**config.mk**
```make
export PLATFORM = sky130hd
export DESIGN_NAME = tt_ctrl_sel
export DESIGN_NICKNAME = d
export VERILOG_FILES = /design/src/rtl/tt_ctrl_sel.sv
export SDC_FILE = /design/constraint.sdc
export NUM_CORES = 1
export LEC_CHECK = 0
export ABC_AREA = 1
export CAP_MARGIN = 20
export CORE_UTILIZATION = 26
export DETAILED_ROUTE_END_ITERATION = 10
export PLACE_DENSITY = 0.54
export SLEW_MARGIN = 40
export SYNTH_ARGS = -nofsm -noshare
export SYNTH_HDL_FRONTEND = slang
export SYNTH_SLANG_ARGS = --single-unit
export TNS_END_PERCENT = 30
```
**constraint.sdc**
```tcl
create_clock -name clk -period 1.6 [get_ports clk]
set_input_delay 0.32 -clock clk [delete_from_list [all_inputs] [get_ports clk]]
set_output_delay 0.32 -clock clk [all_outputs]
set_load 0.005 [all_outputs]
```
**src/rtl/tt_ctrl_sel.sv**
```systemverilog
// Design-select controller: synchronises the pad select controls,
// keeps the selected design address and a settle-gated enable.
module tt_ctrl_sel #(
  parameter int ADDR_W        = 10,
  parameter int MAX_ADDR      = 1023,
  parameter int SETTLE_CYCLES = 4,
  parameter int SYNC_STAGES   = 2
) (
  input  logic              clk,
  input  logic              rst,
  input  logic              sel_rst_n_i,
  input  logic              sel_inc_i,
  input  logic              ena_i,
  output logic [ADDR_W-1:0] addr_o,
  output logic              ena_o,
  output logic              busy_o
);

  localparam int CNT_W =
    (SETTLE_CYCLES > 1) ? $clog2(SETTLE_CYCLES) : 1;
  localparam logic [CNT_W-1:0] CNT_LOAD =
    CNT_W'(SETTLE_CYCLES - 1);
  localparam logic [ADDR_W-1:0] ADDR_MAX =
    ADDR_W'(MAX_ADDR);

  typedef enum logic {
    IDLE,
    SETTLE
  } state_e;

  logic [SYNC_STAGES-1:0] rst_sync_q;
  logic [SYNC_STAGES-1:0] inc_sync_q;
  logic [SYNC_STAGES-1:0] ena_sync_q;
  logic                   sel_rst_n_s;
  logic                   inc_s;
  logic                   ena_s;
  logic                   inc_q;
  logic                   inc_ev;
  logic                   evt;

  state_e            state_q, state_d;
  logic [CNT_W-1:0]  cnt_q, cnt_d;
  logic [ADDR_W-1:0] addr_q, addr_d;
  logic              ena_q, ena_d;
  logic              busy_q, busy_d;

  assign sel_rst_n_s = rst_sync_q[SYNC_STAGES-1];
  assign inc_s       = inc_sync_q[SYNC_STAGES-1];
  assign ena_s       = ena_sync_q[SYNC_STAGES-1];

  // Clear masks the increment so a simultaneous rise is dropped.
  assign inc_ev = inc_s & ~inc_q & sel_rst_n_s;
  assign evt    = inc_ev | ~sel_rst_n_s;

  // Pad synchronisers and increment edge register.
  always_ff @(posedge clk) begin
    if (rst) begin
      rst_sync_q <= '0;
      inc_sync_q <= '0;
      ena_sync_q <= '0;
      inc_q      <= 1'b0;
    end else begin
      rst_sync_q <= {rst_sync_q[SYNC_STAGES-2:0], sel_rst_n_i};
      inc_sync_q <= {inc_sync_q[SYNC_STAGES-2:0], sel_inc_i};
      ena_sync_q <= {ena_sync_q[SYNC_STAGES-2:0], ena_i};
      inc_q      <= inc_s;
    end
  end

  // Address update: clear wins, then increment with wrap.
  always_comb begin
    addr_d = addr_q;
    if (!sel_rst_n_s) begin
      addr_d = '0;
    end else if (inc_ev) begin
      if (addr_q == ADDR_MAX) begin
        addr_d = '0;
      end else begin
        addr_d = addr_q + ADDR_W'(1);
      end
    end
  end

  // Settle FSM: any event (re)opens the settle window.
  always_comb begin
    state_d = state_q;
    cnt_d   = cnt_q;
    ena_d   = 1'b0;
    unique case (state_q)
      IDLE: begin
        if (evt) begin
          state_d = SETTLE;
          cnt_d   = CNT_LOAD;
        end else begin
          ena_d = ena_s;
        end
      end
      SETTLE: begin
        if (evt) begin
          cnt_d = CNT_LOAD;
        end else if (cnt_q == '0) begin
          state_d = IDLE;
          ena_d   = ena_s;
        end else begin
          cnt_d = cnt_q - CNT_W'(1);
        end
      end
      default: begin
        state_d = SETTLE;
        cnt_d   = CNT_LOAD;
      end
    endcase
    busy_d = (state_d == SETTLE);
  end

  // Registered state and outputs driving the spine buffers.
  always_ff @(posedge clk) begin
    if (rst) begin
      state_q <= SETTLE;
      cnt_q   <= CNT_LOAD;
      addr_q  <= '0;
      ena_q   <= 1'b0;
      busy_q  <= 1'b1;
    end else begin
      state_q <= state_d;
      cnt_q   <= cnt_d;
      addr_q  <= addr_d;
      ena_q   <= ena_d;
      busy_q  <= busy_d;
    end
  end

  assign addr_o = addr_q;
  assign ena_o  = ena_q;
  assign busy_o = busy_q;

endmodule

```
### Yosys cells after proc, flatten, opt, wreduce, memory -nomap -nowiden

Index checks and enable logic that the tools add are counted.

| cells by class | value |
|---|---|
| mux-type cells | 13 |
| bitwise logic cells | 6 |
| equal/unequal tests | 3 |
| reduce and logical (&&, ||, !) cells | 3 |
| add/subtract/negate cells | 2 |

Operator list:

| kind | count |
|---|---|
| adder 10 x 1 -> 10 bit (second input constant) | 1 |
| == test 10 bit (second input constant) | 1 |
| 2-to-1 mux 10 bit | 1 |
| 2-to-1 mux 1 bit | 6 |
| 2-to-1 mux 2 bit | 3 |
| case mux 1 bit (2 select lines) | 2 |
| case mux 2 bit (2 select lines) | 1 |
| != test 3 bit (second input constant) | 1 |
| NOT 1 bit | 3 |
| bitwise AND 1 bit | 2 |
| logical NOT 2 bit | 1 |
| != test 2 bit (second input constant) | 1 |
| AND reduction 2 bit | 1 |
| OR reduction 2 bit | 1 |
| subtractor 2 x 1 -> 2 bit (second input constant) | 1 |
| OR 1 bit | 1 |

| storage, ports and cells | value |
|---|---|
| output and inout port bits | 12 |
| logic and storage cells | 35 |
| bits of input ports | 5 |
| register bits | 21 |

### Longest topological paths before layout

Gate-level depths: netlist (run 1).

| depth | value |
|---|---|
| word-level depth | 6 |
| mapped depth | 7 |
| gate-level depth less buffers | 7 |

### Worst setup path before layout (run 1)

No wires, ideal clock.

| timing | value |
|---|---|
| path kind | reg-to-reg |
| start | register addr_q[0] (netlist: addr_o[0]) |
| end | register addr_q[2] (netlist: addr_o[2]) |
| arrival | 1,113 ps |
| cell stages (with the launch flop) | 7 |
| required time | 1,484 ps |
| library setup time | 116 ps |
| buffers on the path | 0 |
| setup slack | 370 ps |
| clock period less this slack | 1,230 ps |
| path through | dfxtp_1 ha_1 nand3_1 nor2_1 nand3_1 nand2_2 nor2_1 |

| between the ends | value |
|---|---|
| cells in the longest elaborated chain, start to end | 2 |
| elaborated cells on any way between the ends | 3 |
| those cells by class | add/sub (1); eq/ne (1); mux (1) |

Ends and longest elaborated chain:

| what | line | RTL |
|---|---|---|
| start, declared | 43 | `logic [ADDR_W-1:0] addr_q, addr_d;` |
| start signal, assigned | 127 | `addr_q <= addr_d;` |
| adder 10 x 1 -> 10 bit / == test 10 bit (equally long branches) | 79, 76 |  |
| 2-to-1 mux 10 bit * | 76 | `if (addr_q == ADDR_MAX) begin` |

Every way passes the cells marked *; elsewhere a longest branch is shown, timed or not.
A chain may end at the register's enable or synchronous reset.

### Final worst setup path (run 1)

| timing | value |
|---|---|
| start | register addr_q[2] (netlist: addr_o[2]) |
| end | output port addr_o[2] |

RTL lines:

| what | line | RTL |
|---|---|---|
| end, declared | 14 | `output logic [ADDR_W-1:0] addr_o,` |

No word-level cell between the ends.

==> results of run 1 <==
==> Yosys cell counts <==
cell type  count  area [um2]
dfxtp_1       21         420
buf_2          1        5.00
ha_1           2        25.0
nor2_1        20        75.1
nand2_2        1        6.26
nand3_1        9        45.0
inv_1         25        93.8
nor2_2         1        6.26
nand3_2        1        10.0
a21oi_1        4        20.0
nand4_1        2        12.5
xor2_1         2        17.5
nand2_1       20        75.1
o22ai_1        2        12.5
o2111ai_1      1        8.76
nor2_4         3        33.8
nand3b_1       1        7.51
nand3_4        1        17.5
o21bai_1       1        7.51
==> worst max path at each step <==
stage	startpoint	to	slack (ps)	cells after the start
after floorplan	addr_o[0]$_SDFFE_PP0P_	addr_o[2]$_SDFFE_PP0P_	370	6
after global placement	rst	ena_o$_SDFF_PP0_	230	6
after detailed placement	rst	ena_o$_SDFF_PP0_	190	6
after CTS	addr_o[4]$_SDFFE_PP0P_	addr_o[4]	3	1
after global routing	addr_o[2]$_SDFFE_PP0P_	addr_o[2]	3	1
final	addr_o[2]$_SDFFE_PP0P_	addr_o[2]	40	1
==> power groups by stage <==
stage | combinational, W | sequential, W | clock [W]
2_1_floorplan | 0.0000190 | 0.000547 | 0
3_3_place_gp | 0.0000331 | 0.000547 | 0
3_5_place_dp | 0.0000338 | 0.000547 | 0
4_1_cts | 0.0000339 | 0.000535 | 0.000274
5_1_grt | 0.0000379 | 0.000535 | 0.000292
6_report | 0.0000333 | 0.000533 | 0.000258
==> cell families after synthesis <==
kind of cell	share of synthesized area [%]
buffers and inverters	11.0
flip-flops	46.7
XOR/XNOR	1.95
AO/OA/AOI/OAI	5.42
adder cells (fa/ha/maj)	2.78
AND/OR/NAND/NOR	32.1
==> per-layer routing <==
metal / track usage (%) / vias to the layer above / wire length [um]
met3: 4.26 / 2 / 85
met4: 0.974 / 0 / 10
met5: 0 / - / 0
met1: 11.5 / 324 / 770
met2: 18.8 / 19 / 799
li1: - / 403 / -
==> sequential cells by signal, indices dropped and copies added (netlist names) <==
signal      flops
cnt_q           2
addr_o         10
ena_sync_q      2
inc_sync_q      2
rst_sync_q      2
busy_o          1
inc_q           1
ena_o           1
==> stage by stage <==
step           setup slack (ps)  utilization, %
3_3_place_gp                232            35.2
3_5_place_dp                187            35.2
2_1_floorplan               370               -
5_1_grt                    2.65            36.4
6_report                   39.2            36.4
4_1_cts                    2.54            36.1
==> area by class of cell <==
class	instances	area [um2]	area share [%]
sequential	21	432	37.3
multi-input combinational	71	380	32.9
timing repair buffer	17	168	14.5
inverter	25	93.8	8.12
tap	44	55.1	4.76
clock buffer	3	22.5	1.95
clock inverter	1	5.00	0.433
==> repair_timing <==
action,CTS,global route
gates resized for setup,3,5
endpoints found under the setup margin,3,5
hold buffers,0,0
==> run summary, run 1 <==
R2R Setup Slk - 280 ps
maximum vdd drop - 0.000339 V
die area - 3700 um2
FF+latch count, synth - 21
DRC viols - 0
final WL - 1.67 mm
fmax - 641 MHz
Final Cycle Share - 97.6%
Horiz. Die Dim - 60.8 um
Slowest-stage cell, CP - clkdlybuf4s50_1
placed instance area - 1120 um2
Reg-to-Reg Start - addr_o[0]$_SDFFE_PP0P_
# rows - 20
RSZ-0062 raised after global routing - no
via/cell ratio - 4.11
synthesized cell area - 900 um2
critical path class - register to primary output
Syn Area/Cell - 7.62 um2
Slew Limit Fails - 0
# placed instances - 178
setup TNS - 0 ps
reg2reg end - addr_o[9]$_SDFFE_PP0P_
CTS buffer count - 3
most frequent cells in the layout - inv_1 (25), nand2_1 (20), nor2_1 (20)
Hold Startpoint - inc_sync_q[0]$_SDFF_PP0_
fin crit period - 1560 ps
outcome - completed
Total Power - 0.000825 W
Port Buf Inserts - 16
antenna violations before repair - 0
Synth cell types - 19
Mapped Nets - 125
Setup Skew - 0.639 ps
number of routed nets with antenna violations - 0
hold path depth - 2
# H-tree levels - 1
first-pass GRT wire length - 2.79 mm
worst slew pin tran - 178 ps
Max FO, Critical Path - 7
Post-DP HPWL - 1.30 mm
GRT Overall Usage - 10.3%
Max transition margin - 88.1%
worst path cell trace - clkdlybuf4s50_1
cell area after layout - 1160 um2
post-CTS setup buffers - 0
fin cells - 182
number of global-route vias before repair - 667
Pre-antenna DRT Iters - 4
Final Hold Viols - 0
vias - 748
most common cell after layout, fill and taps aside - inv_1
Arr. time, crit path - 1240 ps
Hold Slack - 411 ps
Comb power frac - 4.0%
clock power share - 31.3%
fillers - 351
Power Dens Cells - 714 nW/um2
sequential-to-total area share from yosys stat - 46.7%
Starting Density - 28.3%
register share of total power - 64.7%
cell count after synthesis - 118
largest buffer count on any clock path - 2
1st-iter DRT viols - 41
switching power - 0.000186 W
largest net degree at the start of global routing - 13
Buf/Inv on CP - 1
Antenna Cells - 0
Reg clk slew, reported paths - 120 ps
Startpoint Class - register
Leak Pwr - 0.474 nW
Placer Congestion - 0.717
synth warn - 0
total core area - 3180 um2
gr ovfl total - 0
worst skew pair latency - 300 ps
final setup fails - 0
MaxCap Viol Count - 0
Max stage delay on crit path - 520 ps
synth-to-layout area growth - 28.5%
fraction of layout cells with a size suffix above 1 - 13.8%
Hold Path Sink - inc_sync_q[1]$_SDFF_PP0_
Sw Ratio - 22.5%
critical path endpoint category - primary output
Hold WC Path Type - register to register
worst r2r path cells - 6
Internal Power - 0.000639 W
nets - 146
worst path required time - 1280 ps
clk sinks - 21
crit-path leading delay family - buffers and inverters
WL/cell - 9.15 um
IO Count - 17
CTS tree - yes
CTS root buffer - clkbuf_4
Die Ht - 60.8 um
No activity file was read; power rests on OpenSTA's default activity.
==> inputs of run 2 (changes only) <==
--- a/config.mk
+++ b/config.mk
@@ -8,6 +8,7 @@
 export ABC_AREA = 1
 export CAP_MARGIN = 20
 export CORE_UTILIZATION = 26
+export CTS_CLUSTER_DIAMETER = 30
 export DETAILED_ROUTE_END_ITERATION = 10
 export PLACE_DENSITY = 0.54
 export SLEW_MARGIN = 40
==> results of run 2 <==
Same layout as run 1: the final DEF is identical, and so are final timing and power.
